<file path="config.mk">
export PLATFORM = sky130hd
export DESIGN_NAME = core_ifu
export DESIGN_NICKNAME = d
export VERILOG_FILES = /design/src/rtl/core_ifu_pkg.sv /design/src/rtl/core_ifu_queue.sv /design/src/rtl/core_ifu.sv
export SDC_FILE = /design/constraint.sdc
export NUM_CORES = 1
export LEC_CHECK = 0
export ABC_AREA = 1
export BUFFER_PORTS_ARGS = -buffer_cell sky130_fd_sc_hd__buf_2
export CORE_MARGIN = 1
export CORE_UTILIZATION = 60
export CTS_BUF_LIST = sky130_fd_sc_hd__clkbuf_4 sky130_fd_sc_hd__clkbuf_8
export DETAILED_ROUTE_END_ITERATION = 10
export GPL_TIMING_DRIVEN = 0
export HOLD_SLACK_MARGIN = 0.1
export MAX_ROUTING_LAYER = met4
export PLACE_DENSITY = 0.93
export SYNTH_ARGS = -nofsm -noshare
export SYNTH_HDL_FRONTEND = slang
export SYNTH_SLANG_ARGS = --single-unit
</file>
<file path="constraint.sdc">
create_clock -name clk -period 12.7 [get_ports clk]
set_input_delay 2.54 -clock clk [delete_from_list [all_inputs] [get_ports clk]]
set_output_delay 2.54 -clock clk [all_outputs]
set_load 0.02 [all_outputs]
</file>
<file path="src/rtl/core_ifu_pkg.sv">
// Shared types and constants for the instruction fetch unit.
package core_ifu_pkg;

    localparam int unsigned InstByteBus    = 32;
    localparam int unsigned InstAddressBus = 32;

    localparam logic [InstByteBus-1:0]    ZeroWord         = 32'h0000_0000;
    localparam logic [InstByteBus-1:0]    INST_NOP         = 32'h0000_0013;
    localparam logic [InstAddressBus-1:0] RESET_PC_DEFAULT = 32'h0000_0000;

    typedef struct packed {
        logic [InstAddressBus-1:0] addr;
        logic [InstByteBus-1:0]    data;
    } fetch_slot_t;

    function automatic logic [InstAddressBus-1:0] word_align(input logic [InstAddressBus-1:0] a);
        return a & ~32'h0000_0003;
    endfunction

endpackage

</file>
<file path="src/rtl/core_ifu_queue.sv">
// In-order fetch slot queue: allocate at tail, fill oldest unfilled, pop head, flush all.
module core_ifu_queue
    import core_ifu_pkg::*;
#(
    parameter int unsigned DEPTH = 2
) (
    input  logic                                clk,
    input  logic                                rst,
    input  logic                                flush_i,
    input  logic                                alloc_i,
    input  logic [InstAddressBus-1:0]           alloc_addr_i,
    input  logic                                fill_i,
    input  logic [InstByteBus-1:0]              fill_data_i,
    input  logic                                pop_i,
    output logic                                head_valid_c,
    output logic [InstAddressBus-1:0]           head_addr_c,
    output logic [InstByteBus-1:0]              head_data_c,
    output logic [$clog2(DEPTH):0]              alloc_cnt_c,
    output logic [$clog2(DEPTH):0]              unfilled_cnt_c
);

    localparam int unsigned PW = $clog2(DEPTH);
    localparam int unsigned CW = PW + 1;

    fetch_slot_t        slot_q [DEPTH];
    fetch_slot_t        slot_d [DEPTH];
    logic [DEPTH-1:0]   filled_q, filled_d;
    logic [PW-1:0]      head_q, head_d;
    logic [PW-1:0]      tail_q, tail_d;
    logic [PW-1:0]      fill_ptr_q, fill_ptr_d;
    logic [CW-1:0]      alloc_cnt_q, alloc_cnt_d;
    logic [CW-1:0]      unfilled_q, unfilled_d;

    logic               do_alloc_c;
    logic               do_fill_c;
    logic               do_pop_c;

    assign head_valid_c   = (alloc_cnt_q != '0) && filled_q[head_q];
    assign head_addr_c    = slot_q[head_q].addr;
    assign head_data_c    = slot_q[head_q].data;
    assign alloc_cnt_c    = alloc_cnt_q;
    assign unfilled_cnt_c = unfilled_q;

    // A fill with nothing outstanding is a stray response and is dropped.
    assign do_alloc_c = alloc_i && (alloc_cnt_q != CW'(DEPTH));
    assign do_fill_c  = fill_i && (unfilled_q != '0);
    assign do_pop_c   = pop_i && head_valid_c;

    always_comb begin
        slot_d      = slot_q;
        filled_d    = filled_q;
        head_d      = head_q;
        tail_d      = tail_q;
        fill_ptr_d  = fill_ptr_q;
        alloc_cnt_d = alloc_cnt_q;
        unfilled_d  = unfilled_q;

        if (flush_i) begin
            filled_d    = '0;
            head_d      = '0;
            tail_d      = '0;
            fill_ptr_d  = '0;
            alloc_cnt_d = '0;
            unfilled_d  = '0;
        end else begin
            if (do_pop_c) begin
                filled_d[head_q] = 1'b0;
                head_d           = head_q + PW'(1);
            end
            if (do_fill_c) begin
                slot_d[fill_ptr_q].data = fill_data_i;
                filled_d[fill_ptr_q]    = 1'b1;
                fill_ptr_d              = fill_ptr_q + PW'(1);
            end
            if (do_alloc_c) begin
                slot_d[tail_q].addr = alloc_addr_i;
                slot_d[tail_q].data = ZeroWord;
                filled_d[tail_q]    = 1'b0;
                tail_d              = tail_q + PW'(1);
            end
            alloc_cnt_d = alloc_cnt_q + CW'(do_alloc_c) - CW'(do_pop_c);
            unfilled_d  = unfilled_q + CW'(do_alloc_c) - CW'(do_fill_c);
        end
    end

    always_ff @(posedge clk or posedge rst) begin
        if (rst) begin
            slot_q      <= '{default: '0};
            filled_q    <= '0;
            head_q      <= '0;
            tail_q      <= '0;
            fill_ptr_q  <= '0;
            alloc_cnt_q <= '0;
            unfilled_q  <= '0;
        end else begin
            slot_q      <= slot_d;
            filled_q    <= filled_d;
            head_q      <= head_d;
            tail_q      <= tail_d;
            fill_ptr_q  <= fill_ptr_d;
            alloc_cnt_q <= alloc_cnt_d;
            unfilled_q  <= unfilled_d;
        end
    end

endmodule

</file>
<file path="src/rtl/core_ifu.sv">
// Instruction fetch unit: PC, fetch issue, redirect flush and stale-response discard.
module core_ifu
    import core_ifu_pkg::*;
#(
    parameter logic [InstAddressBus-1:0] RESET_PC = RESET_PC_DEFAULT,
    parameter int unsigned               DEPTH    = 2
) (
    input  logic                      clk,
    input  logic                      rst,
    input  logic                      jump_en_in,
    input  logic [InstAddressBus-1:0] jump_addr_in,
    input  logic                      stall_in,
    output logic                      mem_req_out,
    output logic [InstAddressBus-1:0] mem_addr_out,
    input  logic                      mem_ready_in,
    input  logic                      mem_rvalid_in,
    input  logic [InstByteBus-1:0]    mem_rdata_in,
    output logic                      inst_valid_out,
    output logic [InstByteBus-1:0]    inst_out,
    output logic [InstAddressBus-1:0] inst_addr_out
);

    localparam int unsigned CW = $clog2(DEPTH) + 1;
    localparam int unsigned SW = CW + 1;

    logic [InstAddressBus-1:0] pc_q, pc_d;
    logic [CW-1:0]             discard_q, discard_d;

    logic                      q_flush_c, q_alloc_c, q_fill_c, q_pop_c;
    logic                      head_valid_c;
    logic [InstAddressBus-1:0] head_addr_c;
    logic [InstByteBus-1:0]    head_data_c;
    logic [CW-1:0]             alloc_cnt_c;
    logic [CW-1:0]             unfilled_cnt_c;
    logic [SW-1:0]             credit_used_c;
    logic [SW-1:0]             pending_c;
    logic                      accept_c;

    core_ifu_queue #(.DEPTH(DEPTH)) u_queue (
        .clk            (clk),
        .rst            (rst),
        .flush_i        (q_flush_c),
        .alloc_i        (q_alloc_c),
        .alloc_addr_i   (pc_q),
        .fill_i         (q_fill_c),
        .fill_data_i    (mem_rdata_in),
        .pop_i          (q_pop_c),
        .head_valid_c   (head_valid_c),
        .head_addr_c    (head_addr_c),
        .head_data_c    (head_data_c),
        .alloc_cnt_c    (alloc_cnt_c),
        .unfilled_cnt_c (unfilled_cnt_c)
    );

    // Credit counts allocated slots plus fetches still to be thrown away.
    assign credit_used_c = SW'(alloc_cnt_c) + SW'(discard_q);
    assign mem_req_out   = !rst && !jump_en_in && (credit_used_c < SW'(DEPTH));
    assign mem_addr_out  = pc_q;
    assign accept_c      = mem_req_out && mem_ready_in;

    assign inst_valid_out = head_valid_c;
    assign inst_out       = head_valid_c ? head_data_c : INST_NOP;
    assign inst_addr_out  = head_valid_c ? head_addr_c : ZeroWord;

    always_comb begin
        pc_d      = pc_q;
        discard_d = discard_q;
        q_flush_c = 1'b0;
        q_alloc_c = 1'b0;
        q_fill_c  = 1'b0;
        q_pop_c   = 1'b0;
        pending_c = SW'(unfilled_cnt_c) + SW'(discard_q);

        if (jump_en_in) begin
            // A response landing with the redirect retires one stale fetch immediately.
            pc_d      = word_align(jump_addr_in);
            q_flush_c = 1'b1;
            if (mem_rvalid_in && (pending_c != '0)) begin
                pending_c = pending_c - SW'(1);
            end
            discard_d = CW'(pending_c);
        end else begin
            q_alloc_c = accept_c;
            if (accept_c) begin
                pc_d = pc_q + 32'd4;
            end
            if (mem_rvalid_in) begin
                if (discard_q != '0) begin
                    discard_d = discard_q - CW'(1);
                end else begin
                    q_fill_c = 1'b1;
                end
            end
            q_pop_c = head_valid_c && !stall_in;
        end
    end

    always_ff @(posedge clk or posedge rst) begin
        if (rst) begin
            pc_q      <= RESET_PC;
            discard_q <= '0;
        end else begin
            pc_q      <= pc_d;
            discard_q <= discard_d;
        end
    end

endmodule

</file>
Word level (Yosys, flattened, before mapping)
Cells that the tools add are included.
{"block": "classes", "n_eq_ne": 1, "bitwise_logic": 8, "n_reduce_logical": 28, "muxes": 51, "addsub": 12, "n_lt_le_gt_ge": 12}
{"operator": "$bwmux W128", "count": 3}
{"operator": "$mux W128", "count": 3}
{"operator": "$mux W64", "count": 4}
{"operator": "$demux W64 S1", "count": 3}
{"operator": "$mux W32", "count": 6}
{"operator": "$add A32 B3 Y32 const B", "count": 1}
{"operator": "$mux W2", "count": 12}
{"operator": "$reduce_bool A2 Y1", "count": 9}
{"operator": "$mux W1", "count": 17}
{"operator": "$logic_and A1 B1 Y1", "count": 14}
{"operator": "$add A2 B2 Y3", "count": 2}
{"operator": "$ge A2 B2 Y1 const B", "count": 3}
{"operator": "$lt A1 B2 Y1 const B", "count": 3}
{"operator": "$not A1 Y2", "count": 3}
{"operator": "$add A2 B1 Y2", "count": 2}
{"operator": "$and A2 B2 Y2", "count": 2}
{"operator": "$lt A2 B1 Y1 const B", "count": 2}
{"operator": "$not A2 Y2", "count": 2}
{"operator": "$sub A2 B1 Y2", "count": 2}
{"operator": "$sub A2 B1 Y2 const B", "count": 2}
{"operator": "$add A1 B1 Y1 const B", "count": 3}
{"operator": "$demux W1 S1", "count": 3}
{"operator": "$ge A1 B1 Y1 const B", "count": 3}
{"operator": "$logic_not A1 Y1", "count": 3}
{"operator": "other kinds (5)", "count": 5}
{"block": "totals", "wordCells": 124, "ff_bits": 171}

Logic depth before layout (Yosys ltp)
{"block": "depth", "word_depth": 14, "ltp_mapped": 11, "mapped_depth_nobuf": 11}

By module
Synthesis repeated with hierarchy kept, for this count alone.
{"block": "unflattened", "hier_cells": 1404, "hier_area_um2": 9590.4}
{"mod": "core_ifu_queue", "instances": 1, "cells_each": 885, "seq_area_each_um2": 3428.3, "area_each_um2": 6568.8}
{"mod": "core_ifu", "instances": 1, "cells_each": 519, "seq_area_each_um2": 800.8, "area_each_um2": 3021.6}

Worst setup path after synthesis
Ideal clock, no wire load.
{"block": "synth_path", "kind": "input to output", "from": "input rst", "to": "output mem_req_out", "setup_slack_ps": 7267, "n_path_buf": 0, "required_ps": 10160, "t_arrival_ps": 2893, "cell_stages": 3, "cell_sequence": "nor2_2 > nand3_1 > inv_1"}
{"block": "synth_between", "elab_chain_len": 3}
{"item": "start: declaration", "line_no": "core_ifu.sv:9", "source": "input logic rst,"}
{"item": "$logic_not A1 Y1 (no source line)"}
{"item": "$logic_and A1 B1 Y1 (2 in a row)", "line_no": "core_ifu.sv:57", "source": "assign mem_req_out = !rst && !jump_en_in && (credit_used_c < SW'(DEPTH));"}
{"item": "end: declaration", "line_no": "core_ifu.sv:13", "source": "output logic mem_req_out,"}
Every way passes these cells.

Final worst setup path
Same ends and word-level chain as after synthesis.

==> results summary <==
Walking the worst path, the cells encountered are buf_2 > nor2_2 > nand3_1 > inv_1 > buf_2. The floorplan row count came out at 43. The sequential share of power is 49.4%.

For this design the top-level I/O count stands at 168. After floorplanning, the core was sized to cover 0.0141 mm^2. The worst-margin pin slew is 0.593 ns. The worst register-to-register path has a depth of 10.

The first-pass GRT wire length came out at 38800 um. By area the synthesized netlist is led by dfrtp_1, nand2_1, nor2_1, o21ai_0, inv_1. The leakage component of the power is 0.00548 uW. The number of synthesized flops with an enable pin came out at 0. The async set-or-reset flop fraction in the synthesized netlist is 100%. The worst hold path depth is 2. The most used flip-flop cell after synthesis is dfrtp_1. The maximum clock frequency came out at 176 MHz. The aggregate routed wire length is 24500 um. The final period utilization came out at 44.7%. In this run the power density over the cells is 144 mW/mm^2. The number of global-route vias before repair came to 7928. The combined global-route utilization of all metal layers is 34.7%.

The relative area change from synthesis to final layout came out at 17.3%. The arrival time of the worst setup path is 3.13 ns. The number of H-tree branching levels came out at 4.

The clock passes through at most 2 buffers. The portion of the post-synthesis area used by sequential elements is 47.5%. The final period demand of the worst path is 5.67 ns. In this run, the combinational gates consume 22.1% of the power. The count of endpoints failing hold in the final timing report is 0.

The iteration-0 DRC count of the detailed router came out at 729. Routability-driven placement finished with a final weighted congestion of 1.01. Clock tree synthesis inserted a total of 17 buffers. TritonCTS built the clock tree.

The longest individual stage delay on the worst path is 0.15 ns. For the final database, setup skew stands at 0.00930 ns. The critical path buffer and inverter count came out at 3. The classification of the worst setup path is input port to output pin. The worst-case IR drop observed on VDD is 0.0850 mV. The synthesized design devotes to its leading area cell type 47.5% of total area. The post-layout instance count excluding filler cells is 1583. The post-synthesis area per instance came out at 7.29 um^2. The number of buffers added to fix hold violations after cts is 0. The library cell used as clock root buffer is clkbuf_8. The net count of the finished layout is 1470. The number of iterations in the first detailed-routing pass is 8.

The final count of pins violating max slew came out at 0. The internal power is 1000 uW. Setup repair after global routing left no endpoint under its margin. Once placement completed, the tool counted placed cells totaling 1551. The total power consumption of the routed design came out at 1490 uW. The number of antenna diodes in the final layout is 0. The synthesized design contains 167 register bits.

Setup violations remaining at the end of the flow were counted as 0. The effective utilization at floorplan came out at 62.4%. The total overflow reported by the global router came out at 0. The count of port buffers added during placement is 163.

Yosys instantiated no cell more often than nand2_1. The count of unresolved DRC violations after routing came out at 0. The highest fanout seen on the critical path came out at 2. The number of antenna violations at the first check in global routing came to 0. Among cell families on the critical path, the largest total delay comes from buffers and inverters. The number of distinct standard cells referenced by the synthesized netlist is 36. The largest net degree at the start of global routing is 96. The chip width came out at 123 um. The flow ran to the end, and the final reports show no timing, DRC or antenna violations. The relative slew slack is 60.5%. The synthesized design spends more area on one cell type than any other, namely dfrtp_1. The number of instances in the synthesized netlist is 1206. The switching fraction of total power came out at 32.7%. For this block, the via count after detailed routing is 8722.

The placed wire-length estimate after detailed placement is 17300 um. Counting buffers and inverters, the worst setup path is 5 cells deep. The die is 123 um tall. The type of the tightest min-delay check is flop to flop. The clock transition at the registers of the reported paths came out at 0.08 ns. The clock network latency to the later pin of the worst-skew pair is 0.46 ns.

The fraction of final layout cells sized beyond drive strength 1 is 17.9%. The worst path required time came out at 10.16 ns. The wire length per cell is 15.5 um. For this design, the sink count on the clock tree is 167. After clock tree synthesis, the repair step resized 0 gates. By count the netlist is led by nand2_1, nor2_1, dfrtp_1.

The number of vias per cell is 5.51. The count of synthesis-stage warnings from yosys came out at 0. The cell that appears most often on the critical path is buf_2. The endpoint class of the critical path is an output pin. The kind of launch point of the worst setup path is an input port. The slowest stage of the critical path belongs to the cell nor2_2.

The power spent charging and discharging nets came out at 486 uW. The total standard cell area after synthesis is 0.00879 mm^2. The setup TNS is 0 ns. The share of total power dissipated in the clock network is 28.5%. The die outline area came out at 0.0151 mm^2.

The number of max-capacitance violations reported is 0. The count of buffers added by post-CTS timing repair for setup is 0. The number of routed nets with antenna violations is 0.
-- flip-flops by register name (all words and copies together) (netlist names) --
register	cells
discard_q	2
mem_addr_out	30
u_queue.alloc_cnt_c	2
u_queue.fill_ptr_q	1
u_queue.filled_q	2
u_queue.head_q	1
u_queue.slot_q	126
u_queue.tail_q	1
u_queue.unfilled_cnt_c	2
-- power groups by stage --
stage | clock [uW] | sequential (uW) | combinational [uW]
finish | 424 | 735 | 329
global route | 446 | 748 | 377
CTS | 424 | 732 | 329
detailed placement | 0 | 741 | 325
global placement | 0 | 735 | 307
floorplan | 0 | 739 | 223
-- stage by stage --
| step | setup slack (ns) | instance area, um^2 | util [%] | hold WS, ns |
|---|---|---|---|---|
| floorplan | 5.64 | 8790 | - | 0.459 |
| global placement | 3.91 | 9840 | 69.8 | 0.471 |
| detailed placement | 7.01 | 9870 | 70.0 | 0.477 |
| CTS | 7.01 | 10300 | 73.2 | 0.498 |
| global route | 6.98 | 10300 | 73.2 | 0.505 |
| finish | 7.03 | 10300 | 73.2 | 0.497 |
-- routing by layer --
metal | up-vias | track usage, % | routed length (um)
met1 | 4065 | 45.2 | 9820
met4 | 0 | 13.3 | 665
met2 | 467 | 55.0 | 11700
li1 | 4139 | - | -
met3 | 51 | 5.67 | 2340
met5 | - | - | 0
-- layout make-up --
type,instances,area [um^2]
Sequential cell,167,4180
Fill cell,1109,3780
Multi-Input combinational cell,850,3770
Timing Repair Buffer,164,843
Inverter,127,487
Buffer,63,363
Clock buffer,21,270
Tap cell,180,225
Clock inverter,11,173
-- worst reg2reg max path: cells and delay by family (launching register included) --
kind	cells	cell delay [ns]
fa+ha+maj	1	0.44
buf+inv	4	0.68
simple gates	4	0.70
compound gates	1	0.17
flops	1	0.42
-- worst paths after layout --
path	endpoint	slack, ns	start
max in group asynchronous	u_queue.slot_q[125]	9.74	rst
worst min register to register	u_queue.slot_q[52]	0.50	u_queue.slot_q[52]
worst min-delay path	u_queue.slot_q[52]	0.50	u_queue.slot_q[52]
min in group asynchronous	u_queue.slot_q[92]	2.13	rst
worst max-delay path	mem_req_out	7.03	rst
worst max register to register	mem_addr_out[26]	10.18	discard_q[0]
-- cells in the final DEF (no fill, tap or decap), types with 2 or more instances in the layout --
cell        Yosys  final
clkbuf_1       20     20
nor2_1        185    185
dfrtp_1       167    167
buf_1           2      2
clkbuf_8        0     18
bufinv_16       0      4
clkbuf_4        0      3
nand2_1       361    361
clkinvlp_4      0      4
a21oi_1        39     39
clkbuf_2        2      2
nor2_2          4      4
xor2_1          7      7
buf_6           6      6
fa_1            2      2
buf_4          15     15
nand3_1        34     34
inv_2           2      2
inv_1         123    122
o211ai_1        3      3
nand2_4         2      2
xnor2_1         2      2
conb_1          1      2
nor3_1         30     30
o21ai_0        98     98
o21bai_1        4      4
buf_2          18    181
o21ai_1        60     60
ha_1            8      8
-- logic make-up after synthesis --
group,synth area share [%]
and+or+nand+nor,28.0
AOI/OAI and AO/OA,12.4
buffers and inverters,9.58
DFF,47.5
adders and majority gates,1.59
xor gates and xnor gates,0.897
other,0.0427
No activity file was read; power rests on OpenSTA's default activity.
